--- src/rtl/mux_4x1_rr_arbiter_if.sv ---
// mux_4x1_rr_arbiter_if
// Purpose : bundles the request/grant/select signals between the four
//           requesters and the round-robin arbiter that owns the 4x1 mux select.
// Signals : Req[3:0]   request vector, bit i = requester i wants the mux
//           Grant[3:0] one-hot grant (0000 when idle)
//           S1, S0     mux select, {S1,S0} = granted index
//           Busy       a grant is currently held
//           Switch     one-cycle pulse when Grant takes a new nonzero value
// Modports: master = requester side, slave = arbiter side.
interface mux_4x1_rr_arbiter_if;
   logic [3:0] Req;
   logic [3:0] Grant;
   logic       S1;
   logic       S0;
   logic       Busy;
   logic       Switch;

   modport master (
      output Req,
      input  Grant, S1, S0, Busy, Switch
   );

   modport slave (
      input  Req,
      output Grant, S1, S0, Busy, Switch
   );
endinterface

--- src/rtl/mux_4x1_rr_arbiter.sv ---
// mux_4x1_rr_arbiter
// Purpose : round-robin controller sharing the 2-bit 4x1 mux between four
//           requesters (0->A, 1->B, 2->C, 3->D). A hold counter caps each
//           tenure at HOLD_MAX cycles so no requester can starve the others.
// Ports   : Clk  system clock, rising edge
//           Rst  asynchronous active-high reset
//           bus  slave modport of mux_4x1_rr_arbiter_if
//                (Req in; Grant, S1, S0, Busy, Switch out, all registered)
//
// state   | meaning
// --------+--------------------------------------------------------------
// ST_IDLE | no grant held; any request is granted at the next edge
// ST_BUSY | one requester holds the mux; re-arbitrate only on release
module mux_4x1_rr_arbiter #(
   parameter int HOLD_MAX = 4
) (
   input  logic                         Clk,
   input  logic                         Rst,
   mux_4x1_rr_arbiter_if.slave          bus
);

   localparam logic [3:0] HOLD_MAX_C = 4'(HOLD_MAX);

   typedef enum logic {ST_IDLE, ST_BUSY} state_t;

   state_t     r_state;
   logic [3:0] r_grant;
   logic [1:0] r_sel;
   logic       r_busy;
   logic       r_switch;
   logic [1:0] r_ptr;
   logic [3:0] r_hold;

   state_t     w_state_nxt;
   logic [3:0] w_grant_nxt;
   logic [1:0] w_sel_nxt;
   logic       w_busy_nxt;
   logic       w_switch_nxt;
   logic [1:0] w_ptr_nxt;
   logic [3:0] w_hold_nxt;

   logic       w_release;
   logic [1:0] w_base;
   logic       w_found;
   logic [1:0] w_win;

   // On release the pointer moves to g+1, and the search must already use
   // that new pointer so the outgoing requester ranks last.
   assign w_release = (r_state == ST_BUSY) &&
                      (!bus.Req[r_sel] || (r_hold == HOLD_MAX_C));
   assign w_base    = (r_state == ST_BUSY) ? (r_sel + 2'd1) : r_ptr;

   always_comb begin
      logic [1:0] idx;
      w_found = 1'b0;
      w_win   = 2'd0;
      idx     = 2'd0;
      for (int k = 0; k < 4; k++) begin
         idx = w_base + 2'(k);
         if (!w_found && bus.Req[idx]) begin
            w_found = 1'b1;
            w_win   = idx;
         end
      end
   end

   always_ff @(posedge Clk or posedge Rst) begin
      if (Rst) begin
         r_state  <= ST_IDLE;
         r_grant  <= 4'b0000;
         r_sel    <= 2'd0;
         r_busy   <= 1'b0;
         r_switch <= 1'b0;
         r_ptr    <= 2'd0;
         r_hold   <= 4'd0;
      end else begin
         r_state  <= w_state_nxt;
         r_grant  <= w_grant_nxt;
         r_sel    <= w_sel_nxt;
         r_busy   <= w_busy_nxt;
         r_switch <= w_switch_nxt;
         r_ptr    <= w_ptr_nxt;
         r_hold   <= w_hold_nxt;
      end
   end

   always_comb begin
      w_state_nxt = r_state;
      case (r_state)
         ST_IDLE: if (w_found) w_state_nxt = ST_BUSY;
         ST_BUSY: if (w_release && !w_found) w_state_nxt = ST_IDLE;
         default: w_state_nxt = ST_IDLE;
      endcase
   end

   always_comb begin
      w_grant_nxt  = r_grant;
      w_sel_nxt    = r_sel;
      w_busy_nxt   = r_busy;
      w_switch_nxt = 1'b0;
      w_ptr_nxt    = r_ptr;
      w_hold_nxt   = r_hold;
      case (r_state)
         ST_IDLE: begin
            if (w_found) begin
               w_grant_nxt  = 4'b0001 << w_win;
               w_sel_nxt    = w_win;
               w_busy_nxt   = 1'b1;
               w_switch_nxt = 1'b1;
               w_hold_nxt   = 4'd1;
            end else begin
               w_grant_nxt = 4'b0000;
               w_busy_nxt  = 1'b0;
            end
         end
         ST_BUSY: begin
            if (w_release) begin
               w_ptr_nxt = r_sel + 2'd1;
               if (w_found) begin
                  // A sole remaining requester is re-granted without a pulse.
                  w_grant_nxt  = 4'b0001 << w_win;
                  w_sel_nxt    = w_win;
                  w_switch_nxt = (w_win != r_sel);
                  w_hold_nxt   = 4'd1;
               end else begin
                  // Select lines keep their last value while idle.
                  w_grant_nxt = 4'b0000;
                  w_busy_nxt  = 1'b0;
                  w_hold_nxt  = 4'd0;
               end
            end else begin
               w_hold_nxt = r_hold + 4'd1;
            end
         end
         default: ;
      endcase
   end

   assign bus.Grant  = r_grant;
   assign bus.S1     = r_sel[1];
   assign bus.S0     = r_sel[0];
   assign bus.Busy   = r_busy;
   assign bus.Switch = r_switch;

endmodule

--- src/flat_wrapper.sv ---
// flat-port wrapper written by rule: the top's interface ports become plain ports
module mux_4x1_rr_arbiter_flat 
#(
   parameter int HOLD_MAX = 4
)
  (Clk, Rst, bus_Req, bus_Grant, bus_S1, bus_S0, bus_Busy, bus_Switch);
  mux_4x1_rr_arbiter_if bus_i ();
  input  logic Clk;
  input  logic Rst;
  input wire logic [$bits(bus_i.Req)-1:0] bus_Req;
  output wire logic [$bits(bus_i.Grant)-1:0] bus_Grant;
  output wire logic [$bits(bus_i.S1)-1:0] bus_S1;
  output wire logic [$bits(bus_i.S0)-1:0] bus_S0;
  output wire logic [$bits(bus_i.Busy)-1:0] bus_Busy;
  output wire logic [$bits(bus_i.Switch)-1:0] bus_Switch;
  assign bus_i.Req = bus_Req;
  assign bus_Grant = bus_i.Grant;
  assign bus_S1 = bus_i.S1;
  assign bus_S0 = bus_i.S0;
  assign bus_Busy = bus_i.Busy;
  assign bus_Switch = bus_i.Switch;
  mux_4x1_rr_arbiter #(.HOLD_MAX(HOLD_MAX)) u_core (.Clk(Clk), .Rst(Rst), .bus(bus_i));
endmodule
--- config.mk ---
export PLATFORM = sky130hd
export DESIGN_NAME = mux_4x1_rr_arbiter_flat
export DESIGN_NICKNAME = d
export VERILOG_FILES = /design/src/rtl/mux_4x1_rr_arbiter_if.sv /design/src/rtl/mux_4x1_rr_arbiter.sv /design/src/flat_wrapper.sv
export SDC_FILE = /design/constraint.sdc
export NUM_CORES = 1
export LEC_CHECK = 0
export ABC_CLOCK_PERIOD_IN_PS = 2600
export CAP_MARGIN = 20
export CORE_MARGIN = 10
export CORE_UTILIZATION = 38
export DETAILED_ROUTE_END_ITERATION = 7
export DONT_BUFFER_PORTS = 1
export GPL_TIMING_DRIVEN = 0
export PLACE_DENSITY = 0.52
export SLEW_MARGIN = 40
export SYNTH_ARGS = -nofsm -noshare
export SYNTH_HDL_FRONTEND = slang
export SYNTH_SLANG_ARGS = --single-unit
--- constraint.sdc ---
create_clock -name Clk -period 2.6 [get_ports Clk]
set_clock_uncertainty 0.05 [all_clocks]
set_input_delay 0.39 -clock Clk [delete_from_list [all_inputs] [get_ports Clk]]
set_output_delay 0.39 -clock Clk [all_outputs]
set_load 0.02 [all_outputs]
==> results of run 1 <==
-- worst max-delay path: cells and delay by family (launching register included) --
kind | cells | cell delay [ns]
xor+xnor | 2 | 0.50
compound gates | 3 | 0.72
flops | 1 | 0.62
mux | 1 | 0.25
-- final cells by class --
cell class | instances | share of cell area, %
plain buffers | 2 | 1.804
flip-flops and latches | 15 | 38.66
multi-input cells | 63 | 48.58
inverters | 9 | 3.479
well taps | 28 | 3.608
clock buffers | 3 | 2.320
clock inverters | 1 | 0.5155
repair buffers | 1 | 1.031
-- kinds of logic (layout without fill, tap and decap cells) --
logic type | count (synthesis) | after routing | share of synthesized area, %
AOI/OAI and AO/OA | 27 | 27 | 23.26
xor gates and xnor gates | 3 | 3 | 2.925
adders and majority gates | 2 | 2 | 2.785
buffers and inverters | 11 | 16 | 5.709
DFF | 15 | 15 | 41.78
muxes | 6 | 6 | 8.636
and+or+nand+nor | 25 | 25 | 14.90
-- how the worst max path moves through the flow --
stage | endpoint | depth (start not counted) | startpoint | slack, ns
final | u_core.bus.Switch$_DFF_PP0_ | 6 | u_core.r_sel[0]$_DFFE_PP0P_ | 0.35
after global routing | u_core.bus.Switch$_DFF_PP0_ | 6 | u_core.r_sel[0]$_DFFE_PP0P_ | 0.14
after CTS | u_core.bus.Switch$_DFF_PP0_ | 6 | u_core.r_sel[0]$_DFFE_PP0P_ | 0.32
after detailed placement | u_core.bus.Switch$_DFF_PP0_ | 6 | u_core.r_sel[0]$_DFFE_PP0P_ | 0.34
after global placement | u_core.bus.Switch$_DFF_PP0_ | 6 | u_core.r_sel[0]$_DFFE_PP0P_ | 0.34
after floorplan | u_core.r_ptr[1]$_DFFE_PP0P_ | 4 | u_core.r_sel[1]$_DFFE_PP0P_ | 0.61
-- stage by stage --
| stage | instance area (sq um) | hold WS [ns] | instances | total power, W |
|---|---|---|---|---|
| after floorplan | 898.4 | 0.2415 | 89 | 0.0008502 |
| after global placement | 933.4 | 0.3239 | 117 | 0.0009518 |
| after detailed placement | 933.4 | 0.3302 | 117 | 0.0009586 |
| after CTS | 970.9 | 0.3458 | 122 | 0.001110 |
| after global routing | 970.9 | 0.3812 | 122 | 0.001202 |
| final | 970.9 | 0.3535 | 122 | 0.001094 |
-- flip-flops by register name, summed over array words and instances, names as in the netlist --
name	cells
u_core.r_state	1
u_core.r_sel	2
u_core.r_ptr	2
u_core.r_hold	4
u_core.bus.Switch	1
u_core.bus.Busy	1
u_core.bus.Grant	4
-- routing by layer --
metal | vias up | track usage (%)
met5 | - | 0
met4 | 0 | 6.784
met3 | 5 | 3.704
met2 | 12 | 15.09
met1 | 308 | 11.63
li1 | 332 | -
-- power by group through the flow --
stage / registers, W / clock network, W / logic, W
after global routing: 0.000514 / 0.000161 / 0.000527
after detailed placement: 0.000502 / 0 / 0.000457
after global placement: 0.000503 / 0 / 0.000449
after floorplan: 0.000463 / 0 / 0.000387
final: 0.000493 / 0.000142 / 0.000459
after CTS: 0.000497 / 0.000151 / 0.000462
-- what timing repair did --
action	CTS	global route
gates resized for setup	0	0
hold buffers	1	0
hold endpoints to repair	13	0
-- layout by cell type, fill, tap and decap left out, drive strengths merged --
master and count:
a41oi 1, o22ai 1, a22oi 1, a2111oi 1
clkbuf 5, clkinv 2, dfrtp 15, o311a 1
or4 1, a211oi 2, nor2 3, a211o 1
and2 1, a21oi 1, ha 2, dlygate4sd3 1
mux2 1, a32o 1, xnor2 2, o21ai 10
nand2 9, and3 1, xor2 1, inv 8
nor3 3, a22o 1, and2b 5, o31ai 1
a31oi 2, o21a 2, o21bai 1, nand3 1
mux2i 4, nand2b 1, mux4 1
==> impl_metrics.py, run 1 <==
metrics = {
    "outcome": {
        "status": "finished, final reports clean",
    },
    "layout": {
        "area_growth_pct": 8.078,
        "multi_input_area_sq_um": 471.7,
        "num-fill-cells": 229,
        "n_antenna_cell": 0,
        "fin_nets": 103,
        "drive_above_1_share_pct": 12.77,
        "utilization_pct": 43.47,
        "register_area_sq_um": 375.4,
    },
    "clocking": {
        "clockRootBuffer": "clkbuf_4",
        "cts_buffers": 3,
        "post_cts_buffers": 0,
        "tritoncts": "done",
        "clk_path_buf_depth": 2,
        "clock-sinks": 15,
        "cts.htree.levels": 1,
        "clkTransAtPathRegs_ns": 0.09,
        "worstSkewPairLatency_ns": 0.30,
    },
    "synth": {
        "synth_cell_types": 37,
        "syn_area_per_cell_sq_um": 10.09,
        "ys_warn_count": 0,
        "yosys-top-cells-count": "15 x dfrtp_1, 10 x o21ai_0, 9 x nand2_1",
        "syn_nets": 97,
        "synthTopCellsByArea": "dfrtp_1 42%, o21ai_0 5.6%, mux2i_1 4.5%",
        "async_reset_ff_share_pct": 100.0,
        "synth_top_area_share_pct": 41.78,
        "synth_edf_count": 0,
        "ys_ff_latch": 15,
        "syn_inst": 89,
        "ys.flop_type": "dfrtp_1",
        "synth_most_common_cell": "dfrtp_1",
        "syn-cell-area_sq_um": 898.4,
        "synth_top_cell_by_area": "dfrtp_1",
        "seq_area_frac_synth_pct": 41.78,
    },
    "route": {
        "drc_errors": 0,
        "routed-wl-met3_um": 109,
        "routedWlPerCell_um": 16.13,
        "vias_per_cell": 5.385,
        "met2_length_um": 966,
        "drt_iter0_drc": 22,
        "wl_met1_um": 848,
        "wl_mm": 1.968,
        "antenna_left": 0,
        "highest-signal-layer": "met4",
        "drtPass1Iterations": 4,
        "vias": 657,
    },
    "pwr": {
        "sequentialPowerShare_pct": 45.1,
        "peakVddDrop_mv": 0.6305,
        "intPower_w": 0.0006011,
        "share_comb_of_total_power_pct": 41.9,
        "p_leak_nw": 0.4357,
        "swShare_pct": 45.05,
        "powerDensity_nw_per_um2": 1127,
        "pwr-share-clk_pct": 13.0,
        "p_switching_w": 0.0004927,
    },
    "setup_path": {
        "slowest_delay_ns": 0.62,
        "setup.worst_path.start_class": "flop",
        "end_kind": "flop",
        "required_ns": 2.73,
        "setup.worst_path.class": "flop to flop",
        "rr_worst_depth": 6,
        "r2r_start": "u_core.r_sel[0]$_DFFE_PP0P_",
        "crit_slowest_cell": "dfrtp_1",
        "crit_arrival_ns": 2.38,
        "r2r_end": "u_core.bus.Switch$_DFF_PP0_",
        "cp_max_fo": 7,
        "crit_chain": "xor2_1 > mux2i_1 > a22oi_2 > a2111oi_4 > xnor2_1 > a31oi_1",
        "reg2reg_slack_ns": 0.35,
    },
    "sta": {
        "setup_violations": 0,
        "fin_tns_setup_ns": 0,
        "fin_crit_sh_pct": 86.66,
        "rsz0062_at_grt": "false",
        "setup_ws_ns": 0.3469,
        "maxSlewViolCount": 0,
        "worst_pin_slew_ns": 0.6328,
        "hold_viol_final": 0,
        "timing.fmax_ghz": 0.4438,
        "post-route-min-period_ns": 2.253,
        "slew_headroom_pct": 57.66,
    },
    "die": {
        "die_area_sq_um": 4709,
        "die_w_um": 68.62,
        "io_pins": 14,
        "coreArea_sq_um": 2233,
        "fp.dieH_um": 68.62,
        "start_util_pct": 40.22,
        "rows": 17,
    },
    "min_path": {
        "min_path_cells": 2,
        "hold_end": "u_core.r_state$_DFF_PP0_",
        "min_from": "bus_Req[2]",
        "hold_class": "input port to flop",
    },
    "placement": {
        "dp_slack_ns": 0.3391,
        "dpl.hpwl_mm": 1.441,
        "gp_congestion": 0.7696,
        "port_buffers": 0,
    },
    "grt": {
        "grt_max_degree": 16,
        "antenna_found_initial": 0,
        "gr-total-overflow": 0,
        "grt_pass1_vias": 708,
        "grt_pass1_wl_mm": 3.463,
        "grtUsageTotal_pct": 10.03,
    },
    "flow_run": {
        "drv_cap": 0,
    },
}
(Power assumes the default switching activity.)
==> run 2, diff against run 1 <==
- CORE_UTILIZATION: 38 -> 30
- PLACE_DENSITY: 0.52 -> 0.44
==> impl_metrics.py, run 2 (synthesis results as in run 1) <==
metrics = {
    "setup_path": {
        "reg2reg_slack_ns": 0.31,
        "slowest_delay_ns": 0.62,
        "required_ns": 2.71,
        "end_kind": "flop",
        "cp_num_buf_inv": 0,
        "setup.worst_path.class": "flop to flop",
        "critical_path.top_delay_family": "compound AO/OA/AOI/OAI gates",
        "crit_chain": "xor2_1 > mux2i_1 > a22oi_2 > a2111oi_4 > xnor2_1 > a31oi_1",
        "crit_arrival_ns": 2.40,
        "crit_slowest_cell": "dfrtp_1",
        "setup.worst_path.start_class": "flop",
        "cp_max_fo": 7,
    },
    "layout": {
        "mostFrequentLayoutCell": "dfrtp_1",
        "final_cell_mix": "15 x dfrtp_1, 10 x o21ai_0, 9 x nand2_1",
        "fin_nets": 102,
        "area_growth_pct": 7.242,
        "num-fill-cells": 302,
        "n_antenna_cell": 0,
        "drive_above_1_share_pct": 11.83,
    },
    "sta": {
        "worst_pin_slew_ns": 0.6248,
        "setup_ws_ns": 0.3079,
        "maxSlewViolCount": 0,
        "setup_violations": 0,
        "hold_viol_final": 9,
        "rsz0062_at_grt": "false",
        "fin_crit_sh_pct": 88.16,
        "fin_tns_setup_ns": 0,
        "post-route-min-period_ns": 2.292,
        "timing.fmax_ghz": 0.4363,
        "slew_headroom_pct": 58.19,
        "holdWs_ns": -0.004670,
    },
    "placement": {
        "port_buffers": 0,
        "dpl.hpwl_mm": 1.551,
        "dp_slack_ns": 0.3275,
        "gp_congestion": 0.7693,
    },
    "clocking": {
        "ctsHoldBuffers": 0,
        "clock-sinks": 15,
        "cts_buffers": 3,
        "worstSkewPairLatency_ns": 0.28,
        "clockRootBuffer": "clkbuf_4",
        "post_cts_buffers": 0,
        "tritoncts": "done",
        "clk_path_buf_depth": 2,
        "cts_resized": 0,
        "cts.htree.levels": 1,
        "clkTransAtPathRegs_ns": 0.09,
    },
    "die": {
        "io_pins": 14,
        "coreArea_sq_um": 2805,
        "start_util_pct": 32.02,
        "die_w_um": 74.72,
        "die_area_sq_um": 5583,
        "rows": 19,
        "fp.dieH_um": 74.72,
    },
    "route": {
        "antenna_left": 0,
        "vias_per_cell": 5.315,
        "wl_mm": 2.022,
        "vias": 659,
        "drtPass1Iterations": 2,
        "routedWlPerCell_um": 16.31,
        "drc_errors": 0,
        "drt_iter0_drc": 11,
    },
    "outcome": {
        "status": "finished, violations left",
        "violations": "hold timing",
    },
    "grt": {
        "grt_max_degree": 16,
        "grt_pass1_vias": 680,
        "grtUsageTotal_pct": 7.701,
        "gr-total-overflow": 0,
        "grt_pass1_wl_mm": 3.374,
        "antenna_found_initial": 0,
    },
    "pwr": {
        "peakVddDrop_mv": 0.5742,
        "powerDensity_nw_per_um2": 1129,
        "p_leak_nw": 0.4288,
    },
    "flow_run": {
        "drv_cap": 0,
    },
    "min_path": {
        "hold_class": "input port to async pin",
    },
}
run 2: layer usage:
| layer | GRT usage (%) | wire, um | up-vias |
|---|---|---|---|
| li1 | - | - | 332 |
| met1 | 8.669 | 879 | 316 |
| met2 | 12.97 | 1016 | 9 |
| met3 | 3.154 | 112 | 2 |
| met4 | 2.521 | 13 | 0 |
| met5 | 0 | 0 | - |
run 2: final timing paths:
path | depth (start not counted) | start | endpoint
setup / recovery | 6 | u_core.r_sel[0]$_DFFE_PP0P_ | u_core.bus.Switch$_DFF_PP0_
hold / removal | 1 | Rst | u_core.bus.Grant[1]$_DFFE_PP0P_
setup reg to reg | 6 | u_core.r_sel[0]$_DFFE_PP0P_ | u_core.bus.Switch$_DFF_PP0_
hold reg to reg | 1 | u_core.r_hold[3]$_DFFE_PP0P_ | u_core.r_hold[3]$_DFFE_PP0P_
max in group asynchronous | 1 | Rst | u_core.r_hold[3]$_DFFE_PP0P_
min in group Clk | 2 | bus_Req[2] | u_core.r_state$_DFF_PP0_
run 2: power by group:
group	internal [W]	total [W]	switching (W)
Clock	0.0000594	0.000132	0.0000725
Combinational	0.000219	0.000460	0.000242
Sequential	0.000324	0.000495	0.000171
Total	0.000602	0.00109	0.000485
run 2: area by class of cell:
class	instances	area, sq um	share of cell area [%]
flip-flops and latches	15	375.4	38.96
inverters	9	33.78	3.506
plain buffers	2	17.52	1.818
multi-input cells	63	471.7	48.96
well taps	31	38.79	4.026
clock buffers	4	26.28	2.727
run 2: stage by stage:
step | utilization [%] | std cells | cell area (sq um) | hold WS (ns) | power, W
after floorplan | - | 89 | 898.4 | 0.2415 | 0.0008502
after global placement | 33.41 | 120 | 937.1 | 0.3248 | 0.0009651
after detailed placement | 33.41 | 120 | 937.1 | 0.3221 | 0.0009672
after CTS | 34.34 | 124 | 963.4 | 0.01478 | 0.001104
after global routing | 34.34 | 124 | 963.4 | 0.01706 | 0.001180
final | 34.34 | 124 | 963.4 | -0.004670 | 0.001087
run 2: worst register-to-register path: cells and delay by family, from the launching register on:
| kind | cells | cell delay, ns |
|---|---|---|
| mux | 1 | 0.26 |
| flops | 1 | 0.62 |
| xor+xnor | 2 | 0.52 |
| compound gates | 3 | 0.73 |
